### config.mk
export PLATFORM = sky130hd
export DESIGN_NAME = vga_scan_controller_flat
export DESIGN_NICKNAME = d
export VERILOG_FILES = /design/src/rtl/vga_timing_pkg.sv /design/src/rtl/vga_scan_controller_if.sv /design/src/rtl/vga_axis_counter.sv /design/src/rtl/vga_scan_controller.sv /design/src/flat_wrapper.sv
export SDC_FILE = /design/constraint.sdc
export NUM_CORES = 1
export LEC_CHECK = 0
export CORE_ASPECT_RATIO = 2
export CORE_UTILIZATION = 45
export DETAILED_ROUTE_END_ITERATION = 10
export PLACE_DENSITY = 0.78
export SETUP_SLACK_MARGIN = 0.15
export SYNTH_ARGS = -nofsm -noshare
export SYNTH_HDL_FRONTEND = slang
export SYNTH_SLANG_ARGS = --single-unit
### constraint.sdc
create_clock -name Clock -period 2.1 [get_ports Clock]
set_input_delay 0.525 -clock Clock [delete_from_list [all_inputs] [get_ports Clock]]
set_output_delay 0.525 -clock Clock [all_outputs]
set_load 0.1 [all_outputs]
### src/rtl/vga_timing_pkg.sv
// Shared VGA timing constants (640x480@60 defaults), counter type and colour encoding
// for the scan controller and its axis counters.
package vga_timing_pkg;

  localparam int CNT_W = 10;

  localparam int H_VISIBLE_DEF = 640;
  localparam int H_FP_DEF      = 16;
  localparam int H_PW_DEF      = 96;
  localparam int H_BP_DEF      = 48;
  localparam int V_VISIBLE_DEF = 480;
  localparam int V_FP_DEF      = 10;
  localparam int V_PW_DEF      = 2;
  localparam int V_BP_DEF      = 33;

  function automatic int axis_total(input int vis, input int fp, input int pw, input int bp);
    return vis + fp + pw + bp;
  endfunction

  localparam int H_TOTAL_DEF = axis_total(H_VISIBLE_DEF, H_FP_DEF, H_PW_DEF, H_BP_DEF);
  localparam int V_TOTAL_DEF = axis_total(V_VISIBLE_DEF, V_FP_DEF, V_PW_DEF, V_BP_DEF);

  typedef logic [CNT_W-1:0] count_t;

  // Frame-buffer colour word: bit2 = R, bit1 = G, bit0 = B.
  typedef struct packed {
    logic red;
    logic green;
    logic blue;
  } colour_t;

  localparam colour_t COLOUR_BLACK = '0;

endpackage

### src/rtl/vga_scan_controller_if.sv
// Frame-buffer read port: the controller issues address/strobe, the buffer
// returns the colour one Clock later.
interface vga_scan_controller_if #(
  parameter int ADDR_W = 13
) ();
  logic [ADDR_W-1:0] oRdAddr;
  logic              oRdEn;
  logic [2:0]        iRdData;

  modport master (output oRdAddr, output oRdEn, input iRdData);
  modport slave  (input oRdAddr, input oRdEn, output iRdData);
endinterface

### src/rtl/vga_axis_counter.sv
// One scan axis: a wrapping position counter that steps on advance and decodes
// the visible and sync regions of the current position.
module vga_axis_counter
  import vga_timing_pkg::*;
#(
  parameter int VIS = H_VISIBLE_DEF,
  parameter int FP  = H_FP_DEF,
  parameter int PW  = H_PW_DEF,
  parameter int BP  = H_BP_DEF
) (
  input  logic   Clock,
  input  logic   Reset,
  input  logic   advance,
  output count_t count,
  output logic   wrap,
  output logic   visible,
  output logic   syncActive
);

  localparam int     TOTAL      = axis_total(VIS, FP, PW, BP);
  localparam count_t LAST       = count_t'(TOTAL - 1);
  localparam count_t VIS_END    = count_t'(VIS);
  localparam count_t SYNC_START = count_t'(VIS + FP);
  localparam count_t SYNC_END   = count_t'(VIS + FP + PW);

  count_t count_reg;
  logic   at_end;

  assign at_end     = (count_reg == LAST);
  assign wrap       = advance & at_end;
  assign visible    = (count_reg < VIS_END);
  assign syncActive = (count_reg >= SYNC_START) && (count_reg < SYNC_END);
  assign count      = count_reg;

  always_ff @(posedge Clock) begin
    if (Reset) begin
      count_reg <= '0;
    end else if (advance) begin
      count_reg <= at_end ? '0 : count_reg + count_t'(1);
    end
  end

endmodule

### src/rtl/vga_scan_controller.sv
// VGA scan controller: pixel-tick divider, H/V scan counters, frame-buffer read
// scheduling and a one-tick registered output stage for sync, enable and colour.
module vga_scan_controller
  import vga_timing_pkg::*;
#(
  parameter int CLK_DIV     = 2,
  parameter int H_VISIBLE   = H_VISIBLE_DEF,
  parameter int H_FP        = H_FP_DEF,
  parameter int H_PW        = H_PW_DEF,
  parameter int H_BP        = H_BP_DEF,
  parameter int V_VISIBLE   = V_VISIBLE_DEF,
  parameter int V_FP        = V_FP_DEF,
  parameter int V_PW        = V_PW_DEF,
  parameter int V_BP        = V_BP_DEF,
  parameter int SCALE_SHIFT = 3,
  parameter int XA_W        = 7,
  parameter int YA_W        = 6
) (
  input  logic   Clock,
  input  logic   Reset,
  input  logic   iEnable,
  vga_scan_controller_if.master fb,
  output count_t oPixelX,
  output count_t oPixelY,
  output logic   oHsync,
  output logic   oVsync,
  output logic   oRed,
  output logic   oGreen,
  output logic   oBlue,
  output logic   oDisplayEn,
  output logic   oFrameStart
);

  localparam int               DIV_W    = $clog2(CLK_DIV);
  localparam logic [DIV_W-1:0] DIV_LAST = DIV_W'(CLK_DIV - 1);

  logic [DIV_W-1:0] div_reg;
  logic             tick;
  logic             scan_clr;
  logic             h_wrap, h_vis, h_sync;
  logic             v_wrap, v_vis, v_sync;
  logic             pixel_vis;
  logic             rd_en;
  count_t           h_count, v_count;
  colour_t          colour_reg;

  // Disabling behaves like reset so the next enabled frame restarts at (0,0).
  assign scan_clr = Reset | ~iEnable;
  assign tick     = iEnable & (div_reg == DIV_LAST);

  always_ff @(posedge Clock) begin
    if (scan_clr || tick) begin
      div_reg <= '0;
    end else begin
      div_reg <= div_reg + DIV_W'(1);
    end
  end

  vga_axis_counter #(
    .VIS(H_VISIBLE), .FP(H_FP), .PW(H_PW), .BP(H_BP)
  ) u_h_counter (
    .Clock(Clock), .Reset(scan_clr), .advance(tick),
    .count(h_count), .wrap(h_wrap), .visible(h_vis), .syncActive(h_sync)
  );

  vga_axis_counter #(
    .VIS(V_VISIBLE), .FP(V_FP), .PW(V_PW), .BP(V_BP)
  ) u_v_counter (
    .Clock(Clock), .Reset(scan_clr), .advance(h_wrap),
    .count(v_count), .wrap(v_wrap), .visible(v_vis), .syncActive(v_sync)
  );

  assign pixel_vis  = h_vis & v_vis;
  assign rd_en      = iEnable & pixel_vis;
  assign fb.oRdEn   = rd_en;
  assign fb.oRdAddr = rd_en ? {YA_W'(v_count >> SCALE_SHIFT), XA_W'(h_count >> SCALE_SHIFT)} : '0;
  assign oPixelX    = h_count;
  assign oPixelY    = v_count;

  // Counters are stable for CLK_DIV >= 2 Clocks, so read data for the current
  // pixel has already returned when the tick registers it.
  always_ff @(posedge Clock) begin
    if (scan_clr) begin
      oHsync      <= 1'b1;
      oVsync      <= 1'b1;
      oDisplayEn  <= 1'b0;
      oFrameStart <= 1'b0;
      colour_reg  <= COLOUR_BLACK;
    end else begin
      oFrameStart <= v_wrap;
      if (tick) begin
        oHsync     <= ~h_sync;
        oVsync     <= ~v_sync;
        oDisplayEn <= pixel_vis;
        colour_reg <= pixel_vis ? colour_t'(fb.iRdData) : COLOUR_BLACK;
      end
    end
  end

  assign oRed   = colour_reg.red;
  assign oGreen = colour_reg.green;
  assign oBlue  = colour_reg.blue;

endmodule

### src/flat_wrapper.sv
// flat-port wrapper written by rule: the top's interface ports become plain ports
module vga_scan_controller_flat import vga_timing_pkg::*;
#(
  parameter int CLK_DIV     = 2,
  parameter int H_VISIBLE   = H_VISIBLE_DEF,
  parameter int H_FP        = H_FP_DEF,
  parameter int H_PW        = H_PW_DEF,
  parameter int H_BP        = H_BP_DEF,
  parameter int V_VISIBLE   = V_VISIBLE_DEF,
  parameter int V_FP        = V_FP_DEF,
  parameter int V_PW        = V_PW_DEF,
  parameter int V_BP        = V_BP_DEF,
  parameter int SCALE_SHIFT = 3,
  parameter int XA_W        = 7,
  parameter int YA_W        = 6
)
  (Clock, Reset, iEnable, oPixelX, oPixelY, oHsync, oVsync, oRed, oGreen, oBlue, oDisplayEn, oFrameStart, fb_oRdAddr, fb_oRdEn, fb_iRdData);
  vga_scan_controller_if #(.ADDR_W(13)) fb_i ();
  input  logic Clock;
  input  logic Reset;
  input  logic iEnable;
  output count_t oPixelX;
  output count_t oPixelY;
  output logic oHsync;
  output logic oVsync;
  output logic oRed;
  output logic oGreen;
  output logic oBlue;
  output logic oDisplayEn;
  output logic oFrameStart;
  output wire logic [$bits(fb_i.oRdAddr)-1:0] fb_oRdAddr;
  output wire logic [$bits(fb_i.oRdEn)-1:0] fb_oRdEn;
  input wire logic [$bits(fb_i.iRdData)-1:0] fb_iRdData;
  assign fb_oRdAddr = fb_i.oRdAddr;
  assign fb_oRdEn = fb_i.oRdEn;
  assign fb_i.iRdData = fb_iRdData;
  vga_scan_controller #(.CLK_DIV(CLK_DIV), .H_VISIBLE(H_VISIBLE), .H_FP(H_FP), .H_PW(H_PW), .H_BP(H_BP), .V_VISIBLE(V_VISIBLE), .V_FP(V_FP), .V_PW(V_PW), .V_BP(V_BP), .SCALE_SHIFT(SCALE_SHIFT), .XA_W(XA_W), .YA_W(YA_W)) u_core (.Clock(Clock), .Reset(Reset), .iEnable(iEnable), .fb(fb_i), .oPixelX(oPixelX), .oPixelY(oPixelY), .oHsync(oHsync), .oVsync(oVsync), .oRed(oRed), .oGreen(oGreen), .oBlue(oBlue), .oDisplayEn(oDisplayEn), .oFrameStart(oFrameStart));
endmodule
Word-level counts from Yosys, hierarchy flattened
Index checks and enable logic that the tools add are counted.
- register bits after elaboration: 28
- output and inout bits: 41
- add/sub/neg operators: 3
- order comparisons: 6
- equal/unequal tests: 2
- mux-type cells: 4
- bitwise operators: 9
- reductions and logical operators: 3
- operators by type and width (kind ; number):
    $add A10 B1 Y10 const B ; 2
    $eq A10 B10 Y1 const B ; 2
    $lt A10 B10 Y1 const B ; 2
    $lt A10 B9 Y1 const B ; 2
    $mux W10 ; 2
    $mux W13 ; 1
    $ge A10 B10 Y1 const B ; 1
    $ge A10 B9 Y1 const B ; 1
    $and A1 B1 Y1 ; 5
    $mux W3 ; 1
    $not A1 Y1 ; 3
    $logic_and A1 B1 Y1 ; 2
    $add A1 B1 Y1 const B ; 1
    $logic_or A1 B1 Y1 ; 1
    $or A1 B1 Y1 ; 1

Logic depth before layout (Yosys ltp)
Gate-level depths: netlist of run 1.
- word-level depth: 4
- mapped depth: 7
- gate-level depth less buffers: 6

Hierarchy
A second synthesis of run 1 with hierarchy kept.
- cell total of the unflattened synthesis: 160
- area total of the unflattened synthesis: 1478.9 um^2
- modules (own cells, without submodules) (module ; times used ; cells an instance ; area each (um^2) ; seq. area each (um^2)):
    vga_axis_counter at u_core.u_h_counter ; 1 ; 61 ; 559.3 ; 200.2
    vga_axis_counter at u_core.u_v_counter ; 1 ; 58 ; 529.3 ; 200.2
    vga_scan_controller ; 1 ; 41 ; 390.4 ; 160.2

Worst setup path after synthesis of run 1
OpenSTA, ideal clock, no wires.
- path kind: register -> output
- from: register u_core.u_v_counter.count_reg[8], in the netlist u_core.u_v_counter.count[8]
- to: output fb_oRdAddr[10]
- arrival: 3415 ps
- required time: 1575 ps
- path slack: -1840 ps
- cell stages (with the launch flop): 6
- path through: dfxtp_1 and4_1 nor4bb_1 clkbuf_1 clkbuf_1 and2_1
- longest elaborated chain between the ends: 4
- ends and longest elaborated chain (what ; RTL line ; text):
    start: declaration ; vga_axis_counter.sv:26 ; count_t count_reg;
    start signal: assignment ; vga_axis_counter.sv:39 ; count_reg <= at_end ? '0 : count_reg + count_t'(1);
    $lt A10 B9 Y1 ; vga_axis_counter.sv:31 ; assign visible = (count_reg < VIS_END);
    $and A1 B1 Y1 ; vga_scan_controller.sv:73 ; assign pixel_vis = h_vis & v_vis;
    $and A1 B1 Y1 ; vga_scan_controller.sv:74 ; assign rd_en = iEnable & pixel_vis;
    named net fb_oRdEn ; flat_wrapper.sv:32 ; output wire logic [$bits(fb_i.oRdEn)-1:0] fb_oRdEn;
    $mux W13 ; vga_scan_controller.sv:76 ; assign fb.oRdAddr = rd_en ? {YA_W'(v_count >> SCALE_SHIFT), XA_W'(h_count >> SCALE_SHIFT)} : '0;
    end: declaration ; flat_wrapper.sv:31 ; output wire logic [$bits(fb_i.oRdAddr)-1:0] fb_oRdAddr;
The timed path passes the listed nets, and every way through them passes these cells.

Worst setup path after layout of run 1
- from: input iEnable
- to: output fb_oRdAddr[8]
- longest elaborated chain between the ends: 2
- ends and longest elaborated chain (what ; RTL line ; text):
    start: declaration ; flat_wrapper.sv:21 ; input logic iEnable;
    $and A1 B1 Y1 ; vga_scan_controller.sv:74 ;
    $mux W13 ; vga_scan_controller.sv:76 ;
Every way passes these cells.

==> results of run 1 <==
==> layout make-up <==
class / instances / area share (%)
Sequential cell: 28 / 26.61
Inverter: 5 / 0.8047
Timing Repair Buffer: 68 / 31.06
Clock inverter: 1 / 0.1609
Multi-Input combinational cell: 131 / 37.98
Clock buffer: 3 / 1.770
Tap cell: 30 / 1.609
==> cell families (layout without fill, tap and decap cells) <==
family | Yosys count | after routing | synth area share, %
adders and majority gates | 4 | 4 | 3.543
AOI/OAI and AO/OA | 28 | 28 | 11.34
and+or+nand+nor | 88 | 90 | 35.52
xor gates and xnor gates | 9 | 9 | 5.580
DFF | 28 | 28 | 39.68
buffers and inverters | 14 | 77 | 4.340
==> how the worst max path moves through the flow <==
| stage | start | endpoint | slack, ps | cells past startpoint |
|---|---|---|---|---|
| 2_1_floorplan | u_core.u_v_counter.count[8] | fb_oRdAddr[10] | -140 | 5 |
| 3_3_place_gp | iEnable | u_core.u_v_counter.count[8] | -300 | 5 |
| 3_5_place_dp | iEnable | u_core.u_v_counter.count[8] | -360 | 5 |
| 4_1_cts | u_core.u_v_counter.count[6] | fb_oRdAddr[10] | -190 | 5 |
| 5_1_grt | u_core.u_v_counter.count[6] | fb_oRdAddr[9] | -270 | 5 |
| 6_report | iEnable | fb_oRdAddr[8] | -200 | 5 |
==> Yosys cell counts (2+ instances only) <==
| cell | instances | area share (%) |
|---|---|---|
| sky130_fd_sc_hd__dfxtp_1 | 28 | 40 |
| sky130_fd_sc_hd__nor2_1 | 15 | 4.0 |
| sky130_fd_sc_hd__and2_1 | 14 | 6.2 |
| sky130_fd_sc_hd__a21oi_1 | 12 | 4.3 |
| sky130_fd_sc_hd__nand2_1 | 11 | 2.9 |
| sky130_fd_sc_hd__nand3_1 | 10 | 3.5 |
| sky130_fd_sc_hd__o21ai_0 | 10 | 3.5 |
| sky130_fd_sc_hd__nand4_1 | 7 | 3.1 |
| sky130_fd_sc_hd__or3_1 | 7 | 3.1 |
| sky130_fd_sc_hd__clkbuf_1 | 6 | 1.6 |
| sky130_fd_sc_hd__inv_1 | 5 | 1.3 |
| sky130_fd_sc_hd__nor3_1 | 5 | 1.8 |
| sky130_fd_sc_hd__xnor2_1 | 5 | 3.1 |
| sky130_fd_sc_hd__ha_1 | 4 | 3.5 |
| sky130_fd_sc_hd__xor2_1 | 4 | 2.5 |
| sky130_fd_sc_hd__and4_1 | 3 | 1.9 |
| sky130_fd_sc_hd__nand2b_1 | 3 | 1.3 |
| sky130_fd_sc_hd__buf_4 | 2 | 1.1 |
| sky130_fd_sc_hd__nand4b_1 | 2 | 1.2 |
| sky130_fd_sc_hd__nor4bb_1 | 2 | 1.4 |
==> routing by layer <==
layer	up-vias	share of wire (%)	GRT usage [%]
met3	15	3.5	3.778
li1	737	-	-
met5	-	0	0
met2	57	57	50.63
met1	736	35	25.17
met4	0	3.8	11.29
==> through the flow <==
| step | hold WS [ps] | utilization (%) |
|---|---|---|
| final | 480.4 | 78.32 |
| after global routing | 495.5 | 78.32 |
| after CTS | 485.0 | 76.93 |
| after detailed placement | 470.3 | 73.57 |
| after global placement | 459.0 | 73.57 |
| after floorplan | 614.9 | - |
==> worst max-delay path: cells and delay by family <==
kind | cells | cell delay, ps
buffers and inverters | 3 | 620
AND/OR/NAND/NOR | 2 | 620
==> report_power, final <==
group	internal, uW	switching [uW]	total (uW)	leakage (uW)
Sequential	516	3.67	520	0.000240
Combinational	38.8	55.6	94.3	0.000626
Clock	131	159	290	0.0000231
Total	686	218	904	0.000889
==> timing repair <==
| action | 4_1_cts | 5_1_grt |
|---|---|---|
| pin swaps | 13 | 0 |
| setup endpoints to repair | 32 | 17 |
| gates cloned | 1 | 2 |
| gates resized for setup | 10 | 5 |
| buffers inserted | 5 | 1 |
==> metrics.txt, run 1 <==
result of the run=complete, but fails checks; failing checks=negative setup slack; hpwl dp=roughly 3000 um; pin count of the biggest net entering global routing=20; number of storage elements in the synthesis netlist=28; part of the Yosys area used for sequential elements=between 30% and 40%; startpoint type of the worst setup path=input port; hold violation total from the final report=0; reg-to-reg setup timing slack=~200 ps; cell-by-cell listing of the critical path=dlygate4sd2_1 -> nor4bb_4 -> buf_6 -> and2_4 -> buf_12; first-pass GRT wire length=6720 um; First DRT Iteration DRCs=64; antenna diode instance count=0; fin cells=266; CTS tree=built; timing-limited maximum frequency=435.5 MHz; total standard cell area after synthesis=1413 um^2; slew of the pin with the lowest slew margin=393.4 ps; most common cell after layout, fill and taps aside=sky130_fd_sc_hd__buf_4; setup repair after global routing missed its margin=true; DP Worst Slack=-358.2 ps; FF-to-FF Start=u_core.u_h_counter.count[7]; placer congestion estimate=0.8557; Die Area=~3400 um^2; Post-Synthesis Net Count=between 150 and 200; worst min path class=reg2reg; cts hold-fix bufs=0; number of antenna violations at the first check in global routing=0; Initial Util=a little under half; final-layout fill cell count=206; max-capacitance violation count=0; maximum fanout count along the critical path=7; # clock sinks=28; destination of the worst hold path=u_core.oRed; power per cell area=between 300 and 400 nW/um^2; Root Buffer=sky130_fd_sc_hd__clkbuf_8; floorplan die height=between 80 and 90 um; DRC Markers=0; number of nets in the layout=247; Final TNS setup=-2543 ps; Buffers on Ports=46; relative slew slack=around three quarters; total clock buffers created by CTS=3; detailed-route wire length=4415 um; arrival time of data at the critical path endpoint=1770 ps; power after layout=904.2 uW; clock buffer depth=2; category of the critical setup timing path=in2out; kind of capture point of the worst setup path=primary output; placed instance area=2191 um^2; worst clock skew=3.209 ps; gate count of the mapped netlist=171; FP Rows=28; antenna-violating nets left=0; Max stage delay on crit path=about 460 ps; predominant post-synthesis flop cell=sky130_fd_sc_hd__dfxtp_1; CP max stage cell=sky130_fd_sc_hd__nor4bb_4; fin crit share=109.3%; top library cells by usage in the layout, fill and taps aside=sky130_fd_sc_hd__buf_4, sky130_fd_sc_hd__nor2_1, sky130_fd_sc_hd__buf_12; total global routing track utilization=25.56%; worst reg-to-reg path cell count=5; total placed cells including tap cells=around 250; number of vias per cell after detailed routing=5.808; Die Width=41.62 um; Max rail drop VDD=0.5460 mV; final design area excluding fillers=2332 um^2; footprint of the flip-flops and latches=620.6 um^2; area occupied by multi-input gates=around 900 um^2; Area growth syn-to-layout=65.10%; Min-Delay Path Depth=2; Yosys cell types=36; post-synthesis async set-or-reset flop share=0%; Yosys Warn Count=0; setup-violating endpoint count in the final report=14; vias after detailed routing=1,545; grt ovf=0; Max Transition Viols Final=0; Tmin final=2296 ps; number of ports placed on the die boundary=47; final worst-path setup slack=-196.3 ps; DR pass1 iterations=4; via count of the first global-routing pass=roughly 1,400; hold_sp=u_core.oRed; endpoint of the worst-slack reg-to-reg timing path=u_core.u_v_counter.count[8]; CTS H-tree depth=1; Avg Inst Size Synth=8.261 um^2; total core area=2978 um^2; average wire per cell in the routed design=about 17 um; clock network latency to the later pin of the worst-skew pair=270 ps; clock-pin slew of the registers on the worst-case setup and hold paths=about 90 ps; count of flip-flops with a built-in enable after synthesis=0; required time reported for the critical path endpoint=1570 ps; fraction of final layout cells with drive strength greater than 1=a little under half; static leakage=0.0008891 uW
(Power assumes the default switching activity.)
==> run 2, diff against run 1 <==
- PLACE_DENSITY: 0.78 -> 0.9
==> run 2 against run 1 <==
Die area did not move. The run still ends with negative setup slack left. Global-route usage fell by 0.78 points. Via count rose by 0.39%. Setup slack improved by 65 ps. Cell count did not move. Clock skew fell by 0.66 ps. Critical path depth did not move. Final area rose by 0.59%.
==> metrics.txt, run 2 (synthesized netlist as in run 1, its figures left out) <==
result of the run=complete, but fails checks (unchanged); failing checks=negative setup slack (unchanged); kind of capture point of the worst setup path=primary output (unchanged); maximum fanout count along the critical path=7 (unchanged); required time reported for the critical path endpoint=1570 ps (about the same); relative slew slack=77.68% (was 73.73%); grt ovf=0 (unchanged); number of ports placed on the die boundary=47 (unchanged); Buffers on Ports=46 (unchanged); worst clock skew=2.546 ps (was 3.209 ps); Tmin final=2231 ps (was 2296 ps); setup repair after global routing missed its margin=true (unchanged); number of nets in the layout=247 (unchanged); tightest hold margin=481.3 ps (was 480.4 ps); Max stage delay on crit path=350 ps (was 460 ps); FP Rows=28 (unchanged); Die Width=41.62 um (unchanged); Max rail drop VDD=0.4153 mV (was 0.5460 mV); timing-limited maximum frequency=448.3 MHz (was 435.5 MHz); category of the critical setup timing path=reg2out (was in2out); reg-to-reg setup timing slack=210 ps (was 200 ps); fraction of final layout cells with drive strength greater than 1=47.46% (was 46.19%); arrival time of data at the critical path endpoint=1710 ps (was 1770 ps); hold violation total from the final report=0 (unchanged); first-pass GRT wire length=6548 um (was 6720 um); CTS tree=built (unchanged); total global routing track utilization=24.78% (was 25.56%); Max Transition Viols Final=0 (unchanged); antenna-violating nets left=0 (unchanged); via count of the first global-routing pass=1,425 (was 1,415); fin crit share=106.2% (was 109.3%); setup-violating endpoint count in the final report=14 (unchanged); Initial Util=47.44% (unchanged); detailed-route wire length=4204 um (was 4415 um); clock buffer depth=2 (unchanged); total core area=2978 um^2 (unchanged); fin cells=266 (unchanged); worst min path class=reg2reg (unchanged); worst reg-to-reg path cell count=5 (unchanged); power per cell area=424.2 nW/um^2 (was 387.7 nW/um^2); floorplan die height=81.24 um (unchanged); top library cells by usage in the layout, fill and taps aside=sky130_fd_sc_hd__buf_4, sky130_fd_sc_hd__nor2_1, sky130_fd_sc_hd__buf_12 (unchanged); hpwl dp=2808 um (was 3042 um); static leakage=0.0009012 uW (was 0.0008891 uW); cell-by-cell listing of the critical path=and4_4 -> nor4bb_4 -> buf_4 -> and2_4 -> buf_12 (was dlygate4sd2_1 -> nor4bb_4 -> buf_6 -> and2_4 -> buf_12); vias after detailed routing=1,551 (was 1,545); placer congestion estimate=0.8571 (was 0.8557); CP max stage cell=sky130_fd_sc_hd__dfxtp_4 (was sky130_fd_sc_hd__nor4bb_4); CTS H-tree depth=1 (unchanged); startpoint type of the worst setup path=flop (was input port); final worst-path setup slack=-130.9 ps (was -196.3 ps); slew of the pin with the lowest slew margin=334.8 ps (was 393.4 ps); clock network latency to the later pin of the worst-skew pair=280 ps (was 270 ps); First DRT Iteration DRCs=78 (was 64); most common cell after layout, fill and taps aside=sky130_fd_sc_hd__buf_4 (unchanged); Area growth syn-to-layout=66.08% (was 65.10%); max-capacitance violation count=0 (unchanged); average wire per cell in the routed design=15.80 um (was 16.60 um); Final TNS setup=-1610 ps (was -2543 ps); # clock sinks=28 (unchanged); number of antenna violations at the first check in global routing=0 (unchanged); cts hold-fix bufs=0 (unchanged); Min-Delay Path Depth=2 (unchanged); Die Area=3381 um^2 (unchanged); DR pass1 iterations=4 (unchanged); number of vias per cell after detailed routing=5.831 (was 5.808); DRC Markers=0 (unchanged); total clock buffers created by CTS=3 (unchanged); Root Buffer=sky130_fd_sc_hd__clkbuf_8 (unchanged); pin count of the biggest net entering global routing=20 (unchanged); antenna diode instance count=0 (unchanged); total placed cells including tap cells=253 (unchanged); clock-pin slew of the registers on the worst-case setup and hold paths=100 ps (was 90 ps)
run 2: cell count changes in the layout (fill, tap and decap cells not counted), sizes merged:
cell | previous run | this run
clkbuf | 3 | 4
clkinv | 1 | 0
dlygate4sd2 | 1 | 0
clkdlybuf4s15 | 0 | 1
or4 | 4 | 3
buf | 63 | 64
run 2: worst max-delay path: cells and delay by family (launching register included):
| family | cells | cell delay (ps) |
|---|---|---|
| and+or+nand+nor | 3 | 690 |
| DFF | 1 | 350 |
| buffers and inverters | 2 | 370 |
run 2: metal layers:
| metal | global-route usage, % | up-vias | wire [um] |
|---|---|---|---|
| met2 | 49.22 | 80 | 2402 |
| li1 | - | 732 | - |
| met1 | 25.58 | 725 | 1491 |
| met3 | 2.222 | 14 | 206 |
| met5 | 0 | - | 0 |
| met4 | 10.00 | 0 | 103 |
run 2: cell type report:
class                      instances  area [um^2]
tap                               30        37.54
multi-input combinational        130        880.8
timing repair buffer              69        721.9
fill                             177        631.9
inverter                           5        18.77
sequential                        28        620.6
clock buffer                       4        66.31
run 2: power by group:
group / switching [uW] / total [uW] / leakage [uW] / internal (uW)
clock: 174 / 382 / 0.0000339 / 208
combinational: 55.5 / 93.4 / 0.000627 / 37.9
sequential: 3.48 / 520 / 0.000240 / 516
total: 233 / 995 / 0.000901 / 762
run 2: timing repair:
action,4_1_cts,5_1_grt
resized for setup,9,4
hold endpoints to repair,0,0
setup endpoints to repair,32,17
cloned,0,1
setup buffers,5,3
pin swaps,12,3
run 2: worst paths after layout:
check	start	end
max reg2reg	u_core.u_h_counter.count[7]	u_core.u_v_counter.count[8]
min reg2reg	u_core.oBlue	u_core.oBlue
max	u_core.u_v_counter.count[8]	fb_oRdAddr[8]
min	u_core.oBlue	u_core.oBlue
run 2: metrics by stage:
| stage | setup slack (ps) | power (uW) | utilization, % | instance area (um^2) |
|---|---|---|---|---|
| CTS | -121.2 | 995.2 | 77.40 | 2305 |
| global route | -194.6 | 1026 | 78.78 | 2346 |
| finish | -130.9 | 995.3 | 78.78 | 2346 |
| detailed placement | -356.6 | 621.1 | 73.57 | 2191 |
| floorplan | -138.6 | 586.2 | - | 1558 |
| global placement | -308.9 | 619.7 | 73.57 | 2191 |
==> run 3, diff against run 2 <==
- HOLD_SLACK_MARGIN: unset -> 0.12
==> results of run 3 <==
No change in the layout: final DEF, timing and power equal those of run 2.
